<file path="src/rtl/sysid_ext_qsys.sv">
// sysid_ext_qsys: Avalon-MM system ID block with control, status, 64-bit uptime counter and scratch registers
// Ports: clock/reset (sync, active-high); address/read/write/writedata/byteenable slave inputs;
// readdata/readdatavalid registered read response, fixed latency 1, no waitrequest.
module sysid_ext_qsys #(
  parameter logic [31:0] SYSID_VALUE = 32'h6390_7B71,
  parameter logic [31:0] TIMESTAMP   = 32'h0000_0000,
  parameter int          NUM_SCRATCH = 4
) (
  input  logic        clock,
  input  logic        reset,
  input  logic [3:0]  address,
  input  logic        read,
  input  logic        write,
  input  logic [31:0] writedata,
  input  logic [3:0]  byteenable,
  output logic [31:0] readdata,
  output logic        readdatavalid
);
  localparam logic [3:0] NS = 4'(NUM_SCRATCH);
  logic [31:0] r_readdata;
  logic        r_readdatavalid;
  logic        r_en;
  logic [63:0] r_uptime;
  logic [31:0] r_hi_snap;
  logic        r_snap_valid;
  logic [31:0] r_scratch [8];
  logic        w_wr;
  logic        w_ctl_wr;
  logic        w_clr;
  logic        w_lo_rd;
  logic        w_scr_hit;
  logic [2:0]  w_idx;
  logic [31:0] w_rdata;
  // a simultaneous read wins, so the write is dropped
  assign w_wr      = write & ~read;
  assign w_ctl_wr  = w_wr & (address == 4'd2) & byteenable[0];
  assign w_clr     = w_ctl_wr & writedata[1];
  assign w_lo_rd   = read & (address == 4'd4);
  assign w_idx     = address[2:0];
  // scratch slots at or beyond NUM_SCRATCH behave as unmapped
  assign w_scr_hit = address[3] & ({1'b0, w_idx} < NS);
  always_comb begin
    w_rdata = '0;
    case (address)
      4'd0:    w_rdata = SYSID_VALUE;
      4'd1:    w_rdata = TIMESTAMP;
      4'd2:    w_rdata = {31'd0, r_en};
      4'd3:    w_rdata = {20'd0, NS, 7'd0, r_snap_valid};
      4'd4:    w_rdata = r_uptime[31:0];
      4'd5:    w_rdata = r_hi_snap;
      default: w_rdata = w_scr_hit ? r_scratch[w_idx] : '0;
    endcase
  end
  always_ff @(posedge clock) begin
    if (reset) begin
      r_readdata      <= '0;
      r_readdatavalid <= 1'b0;
      r_en            <= 1'b1;
      r_uptime        <= '0;
      r_hi_snap       <= '0;
      r_snap_valid    <= 1'b0;
      for (int i = 0; i < 8; i++) r_scratch[i] <= '0;
    end else begin
      r_readdatavalid <= read;
      if (read) r_readdata <= w_rdata;
      // CLR loads zero at this edge; the newly written EN governs counting from the next edge
      r_uptime <= w_clr ? '0 : r_uptime + 64'(r_en);
      if (w_ctl_wr) r_en <= writedata[0];
      // the HI half is snapshotted with the LO read so a later carry cannot tear the 64-bit value
      if (w_clr) begin
        r_hi_snap    <= '0;
        r_snap_valid <= 1'b0;
      end else if (w_lo_rd) begin
        r_hi_snap    <= r_uptime[63:32];
        r_snap_valid <= 1'b1;
      end
      for (int k = 0; k < 4; k++)
        if (w_wr && w_scr_hit && byteenable[k]) r_scratch[w_idx][8*k +: 8] <= writedata[8*k +: 8];
    end
  end
  assign readdata      = r_readdata;
  assign readdatavalid = r_readdatavalid;
endmodule

</file>
<file path="config.mk">
export PLATFORM = sky130hd
export DESIGN_NAME = sysid_ext_qsys
export DESIGN_NICKNAME = d
export VERILOG_FILES = /design/src/rtl/sysid_ext_qsys.sv
export SDC_FILE = /design/constraint.sdc
export NUM_CORES = 1
export LEC_CHECK = 0
export BUFFER_PORTS_ARGS = -buffer_cell sky130_fd_sc_hd__buf_4
export CELL_PAD_IN_SITES_DETAIL_PLACEMENT = 1
export CELL_PAD_IN_SITES_GLOBAL_PLACEMENT = 1
export CORE_MARGIN = 2
export CORE_UTILIZATION = 40
export DETAILED_ROUTE_END_ITERATION = 8
export GPL_ROUTABILITY_DRIVEN = 1
export PLACE_DENSITY_LB_ADDON = 0.15
export SLEW_MARGIN = 30
export SYNTH_ARGS = -nofsm -noshare
export SYNTH_HDL_FRONTEND = slang
export SYNTH_SLANG_ARGS = --single-unit
</file>
<file path="constraint.sdc">
create_clock -name clock -period 2.66 [get_ports clock]
set_input_delay 0.532 -clock clock [delete_from_list [all_inputs] [get_ports clock]]
set_output_delay 0.532 -clock clock [all_outputs]
set_load 0.005 [all_outputs]
</file>
==> flow_metrics.tcl, run 1 <==
set metrics [dict create \
    synth_seq_cells 259 \
    ant_nets 0 \
    grtUsageTotal_pct 21.8 \
    synthCells 1064 \
    reg2reg_to "r_uptime[43]" \
    slowest_stage "nor4_4" \
    grt_first_pass_wirelength_um 51400 \
    end_kind "flip-flop" \
    wire_per_inst_um 21.0 \
    min_from "writedata[0]" \
    clock_latency_ns 0.56 \
    drv_cap 0 \
    cts_root_buf "clkbuf_16" \
    cts_resized 0 \
    vias 8604 \
    path_max_fanout 14 \
    drc 0 \
    numClockSinks 259 \
    cp.arrival_ns 2.83 \
    crit_path_max_incr_delay_ns 0.53 \
    leakagePower_uw 0.00485 \
    yosys_warnings 0 \
    grt_pass1_vias 8766 \
    finalWorstSetupSlack_ns 0.307 \
    syn-num-nets 1110 \
    htree_levels 1 \
    final_cell_mix "132 x and2_1, 131 x dfxtp_1, 128 x nand2_1, 128 x edfxtp_1, 119 x buf_4" \
    die_h_um 173 \
    wl_um 32900 \
    drtIter0Drc 512 \
    finalSetupViolCount 0 \
    drv_slew 0 \
    synth_edf_count 128 \
    ir_drop_mv 0.398 \
    regArea_um2 6470 \
    core-area_um2 28500 \
    grt_max_degree 40 \
    slew_headroom_pct 40.6 \
    pre_cts_ws_ns 0.270 \
    worst_slew_pin_slew_ns 0.891 \
    layout.nets 1207 \
    crit_type "reg -> reg" \
    die_x_um 173 \
    fin_skew_ns 0.0133 \
    hold_class "in -> reg" \
    layout_commonest_cell "and2_1" \
    r2r.worst_path.cells 6 \
    syn_area_um2 11500 \
    syn_area_per_cell_um2 10.8 \
    num_antenna_cells 0 \
    numCtsBuffers 30 \
    dpl.hpwl_um 23200 \
    clockBufferDepth 3 \
    io_buffer_count 76 \
    fin_crit_sh_pct 88.5 \
    crit_path_start_kind "flip-flop" \
    cts.clk_slew.worst_paths_ns 0.06 \
    reg2reg_from "r_en" \
    tns_ns 0 \
    post-cts-setup-buffers 0 \
    synthTopCellsByArea "edfxtp_1 33%, dfxtp_1 23%, and2_1 7.2%" \
    grt_antenna_before_repair 0 \
    fillers 3114 \
    firstDrtPassIters 5 \
    power_density_nw_per_um2 680 \
    hold_viol 0 \
    crit_buf_inv 0 \
    ys_seq_area_share_pct 56.3 \
    grt_setup_unrepaired "no" \
    hold_end "r_en" \
    start_util_pct 40.3 \
    dieArea_um2 30100 \
    area_growth_pct 20.1 \
    crit_family "simple AND/OR/NAND/NOR gates" \
    cts_tree "yes" \
    gp_congestion 0.778 \
    synth_top_cell_by_area "edfxtp_1" \
    vias_per_cell 5.49 \
    synth_flop_cell "dfxtp_1" \
    grt-ovfl-total 0 \
    fin_crit_ns 2.35 \
    path_cells "ha_1 -> nand3_1 -> nor4_4 -> nand2_2 -> or4_1 -> a21oi_1" \
    rows 62 \
    hold_buffers 0 \
    multi_input_area_um2 4760 \
    synthArstFlopShare_pct 0 \
    cp.required_ns 3.14 \
    synthDistinctLibCells 52 \
    max_freq_mhz 425 \
    status "finished clean" \
    ioPinCount 77 \
    synth.top_cell.area_share_pct 33.5 \
    drive_gt1_share_pct 20.1 \
    hold_depth 2 \
    r2r_setup_slack_ns 0.31 \
]
-- cells by family after synthesis --
| group | Yosys count | share of synthesized area [%] |
|---|---|---|
| AND/OR/NAND/NOR | 522 | 24.0 |
| XOR/XNOR | 28 | 2.14 |
| multiplexers | 35 | 6.55 |
| flip-flops | 259 | 56.3 |
| adder cells (fa/ha/maj) | 2 | 0.218 |
| buffers and inverters | 67 | 2.48 |
| AO/OA/AOI/OAI | 151 | 8.30 |
-- registers in the layout, indices dropped and copies added, names as in the netlist --
name	flops
r_en	1
readdata	32
r_scratch	128
r_hi_snap	32
r_snap_valid	1
r_uptime	64
readdatavalid	1
-- per-stage QoR --
stage	power (uW)	hold slack (ns)	utilization, %	instance area (um2)	cells
final	9380	0.256	48.4	13800	1568
after global routing	9650	0.258	48.4	13800	1568
after CTS	9440	0.241	48.4	13800	1568
after detailed placement	5040	0.457	44.7	12700	1513
after global placement	5020	0.444	44.7	12700	1513
after floorplan	4740	0.432	-	11500	1064
-- how the worst max path moves through the flow --
stage / slack [ns] / to / cells after the start / start
detailed placement: 0.27 / r_uptime[29] / 7 / address[0]
global route: 0.13 / r_uptime[43] / 6 / r_en
floorplan: 0.59 / readdata[16] / 5 / address[0]
finish: 0.31 / r_uptime[43] / 6 / r_en
CTS: 0.28 / r_uptime[43] / 6 / r_en
global placement: 0.28 / r_uptime[29] / 7 / address[0]
-- per-layer routing --
layer / up-vias / share of wire (%) / GRT usage [%] / routed length [um]
met1: 4360 / 47 / 31.1 / 15600
met3: 40 / 3.7 / 2.83 / 1220
met5: - / 0 / 0 / 0
met4: 0 / 1.7 / 4.31 / 566
met2: 158 / 47 / 35.9 / 15500
li1: 4046 / - / - / -
-- cells in the mapped netlist, drive strengths merged, types with 9 or more instances --
cell type	instances
and2	132
nand3	27
or4	19
or2	18
edfxtp	128
dfxtp	131
inv	9
nand4	25
buf	23
or3	16
a221oi	16
xor2	18
mux4	32
o21ai	15
xnor2	10
a221o	15
nand2	129
o31ai	17
nor3	35
nor2	90
a21oi	81
clkbuf	35
-- cell type report --
cell class,instances,share of cell area (%)
clock buffers,42,6.58
inverters,9,0.245
flip-flops and latches,259,46.9
well taps,384,3.48
clock inverters,13,1.22
repair buffers,123,7.06
multi-input cells,738,34.5
-- where the power goes --
part / total (uW) / switching (uW) / internal (uW)
combinational: 569 / 318 / 251
clock: 4430 / 1680 / 2750
sequential: 4380 / 64.2 / 4320
Power figures use the tool's default switching activity.
==> run 2, diff against run 1 <==
Settings changed: ABC_AREA set to 1.
==> run 2 against run 1 <==
Net effect: die area up 7.4%; register-to-register slack better by 0.11 ns; combinational power up 5.1%; clock skew up 0.0078 ns; critical path depth up 3; sequential cell count unchanged; global-route usage up 3.2 points; cell area up 4.9%; non-clock buffer count down 10; hold slack better by 0.040 ns; area after synthesis up 7.6%; maximum frequency up 4.8%; critical path type unchanged.
==> flow_metrics.tcl, run 2 <==
set metrics [dict create \
    leakagePower_uw 0.00517 \
    power_density_nw_per_um2 631 \
    clock_latency_ns 0.58 \
    die_h_um 180 \
    clockBufferDepth 3 \
    synth_compound_area_share_pct 10.2 \
    synth_flop_cell "dfxtp_1" \
    grt_pass1_vias 11673 \
    ir_drop_mv 0.561 \
    grtUsageTotal_pct 25.0 \
    tns_ns 0 \
    synthCells 1601 \
    yosysMostFrequentCell "nand2_1" \
    num_antenna_cells 0 \
    hold_class "in -> reg" \
    drv_slew 0 \
    htree_levels 1 \
    grt-ovfl-total 0 \
    vias_per_cell 5.21 \
    fin_skew_ns 0.0210 \
    crit_type "reg -> reg" \
    syn_area_per_cell_um2 7.71 \
    synth_seq_cells 259 \
    grt_max_degree 97 \
    rows 64 \
    yosys.area_share.simple_pct 30.0 \
    syn_area_um2 12400 \
    layout.nets 1731 \
    area_growth_pct 17.1 \
    yosys-top-cells-count "406 x nand2_1, 371 x nor2_1, 134 x inv_1" \
    max_freq_mhz 445 \
    total_power_uw 9130 \
    synth_edf_count 128 \
    core-area_um2 30500 \
    cts_root_buf "clkbuf_16" \
    start_util_pct 40.5 \
    synthTopCellsByArea "edfxtp_1 31%, dfxtp_1 21%, nand2_1 12%" \
    dieArea_um2 32300 \
    synth_top_cell_by_area "edfxtp_1" \
    layout_commonest_cell "nand2_1" \
    synthDistinctLibCells 36 \
    vias 10969 \
    gp_congestion 0.886 \
    ioPinCount 77 \
    drtIter0Drc 701 \
    path_cells "ha_1 -> ha_1 -> nand2_1 -> nor2_4 -> nand2_1 -> nor2_2 -> nand2_1 -> or2_0 -> a21oi_2" \
    fin_util_pct 47.4 \
    fin_crit_sh_pct 84.4 \
    numClockSinks 259 \
    cts_tree "yes" \
    post-cts-setup-buffers 0 \
    slowest_stage "dfxtp_1" \
    stdcell_count 2105 \
    ys_seq_area_share_pct 52.4 \
    final_cell_mix "406 x nand2_1, 371 x nor2_1, 134 x inv_1, 131 x dfxtp_1, 128 x edfxtp_1" \
    wire_per_inst_um 19.3 \
    grt_antenna_before_repair 0 \
    numCtsBuffers 30 \
    finalSetupViolCount 0 \
    fillers 3747 \
    status "finished clean" \
    ant_nets 0 \
    die_x_um 180 \
    hold_buffers 0 \
    hold_viol 0 \
    synthMuxAreaShare_pct 0 \
    syn-num-nets 1647 \
    synth.top_cell.area_share_pct 31.1 \
    cts.clk_slew.worst_paths_ns 0.06 \
    grt_setup_unrepaired "no" \
    synth_xor_area_share_pct 0.709 \
    largestRegisters "r_scratch x128, r_uptime x64" \
    slew_headroom_pct 63.0 \
    cp.arrival_ns 2.75 \
    wl_um 40700 \
    drc 0 \
    cp.required_ns 3.17 \
    yosys_warnings 0 \
    cts_resized 0 \
    end_kind "flip-flop" \
    drv_cap 0 \
    grt_first_pass_wirelength_um 64400 \
    dpl.hpwl_um 30600 \
    path_max_fanout 7 \
    crit_path_start_kind "flip-flop" \
    crit_path_max_incr_delay_ns 0.37 \
    firstDrtPassIters 5 \
    regMostFlops "r_scratch" \
    cpMostUsedCell "nand2_1" \
    synthArstFlopShare_pct 0 \
    place_inst 2049 \
    largest_register_ffs 128 \
    drive_gt1_share_pct 11.9 \
    fin_crit_ns 2.25 \
    io_buffer_count 76 \
    synth_top_family_by_area "simple AND/OR/NAND/NOR gates" \
    synth_adder_area_share_pct 0.203 \
    worst_slew_pin_slew_ns 0.553 \
]
-- run 2: cell count changes in the layout (fill, tap and decap cells not counted), sizes merged, moves of 57 or more --
| cell | previous run | this run |
|---|---|---|
| nor2 | 90 | 379 |
| nand2 | 129 | 419 |
| nand3 | 27 | 84 |
| and2 | 132 | 0 |
| o21ai | 15 | 92 |
| inv | 9 | 138 |
-- run 2: per-layer routing --
layer / global-route usage (%) / vias to the layer above / share of wire, %
met4: 7.19 / 0 / 3.0
met5: 0 / - / 0
met1: 32.3 / 5343 / 44
met3: 2.61 / 67 / 3.4
li1: - / 5350 / -
met2: 44.2 / 209 / 49
-- run 2: critical path, delay by kind of cell (launching register included) --
family	cells	cell delay, ns
DFF	1	0.37
adders and majority gates	2	0.62
and+or+nand+nor	6	1.07
AOI/OAI and AO/OA	1	0.11
-- run 2: power by group --
group | total [uW] | switching [uW] | internal, uW
clock network | 4150 | 1770 | 2380
registers | 4380 | 59.1 | 4320
logic | 598 | 394 | 205
-- run 2: worst paths after layout --
path	start	to	slack (ns)	cells past startpoint
worst min register to register	r_snap_valid	r_snap_valid	0.46	2
worst min-delay path	writedata[28]	r_scratch[2][28]	0.30	3
worst max register to register	r_en	r_uptime[32]	0.41	9
worst max-delay path	r_en	r_uptime[32]	0.41	9
-- run 2: per-stage QoR --
stage          worst slack (ns)  area, um2  hold slack [ns]
2_1_floorplan             0.633      12400            0.426
3_5_place_dp              0.280      13500            0.451
4_1_cts                   0.432      14500            0.280
6_report                  0.414      14500            0.296
3_3_place_gp              0.338      13500            0.448
5_1_grt                   0.240      14500            0.311
-- run 2: cell families after synthesis --
logic type,after synthesis
flip-flops,259
XOR/XNOR,10
buffers and inverters,200
adder cells (fa/ha/maj),2
AND/OR/NAND/NOR,909
AO/OA/AOI/OAI,221
-- run 2: final cells by class --
type,instances,area [um2],area share [%]
Clock inverter,17,164,1.13
Timing Repair Buffer,113,911,6.30
Multi-Input combinational cell,1142,5080,35.1
Tap cell,396,495,3.43
Inverter,139,524,3.62
Sequential cell,259,6470,44.7
Clock buffer,39,825,5.70
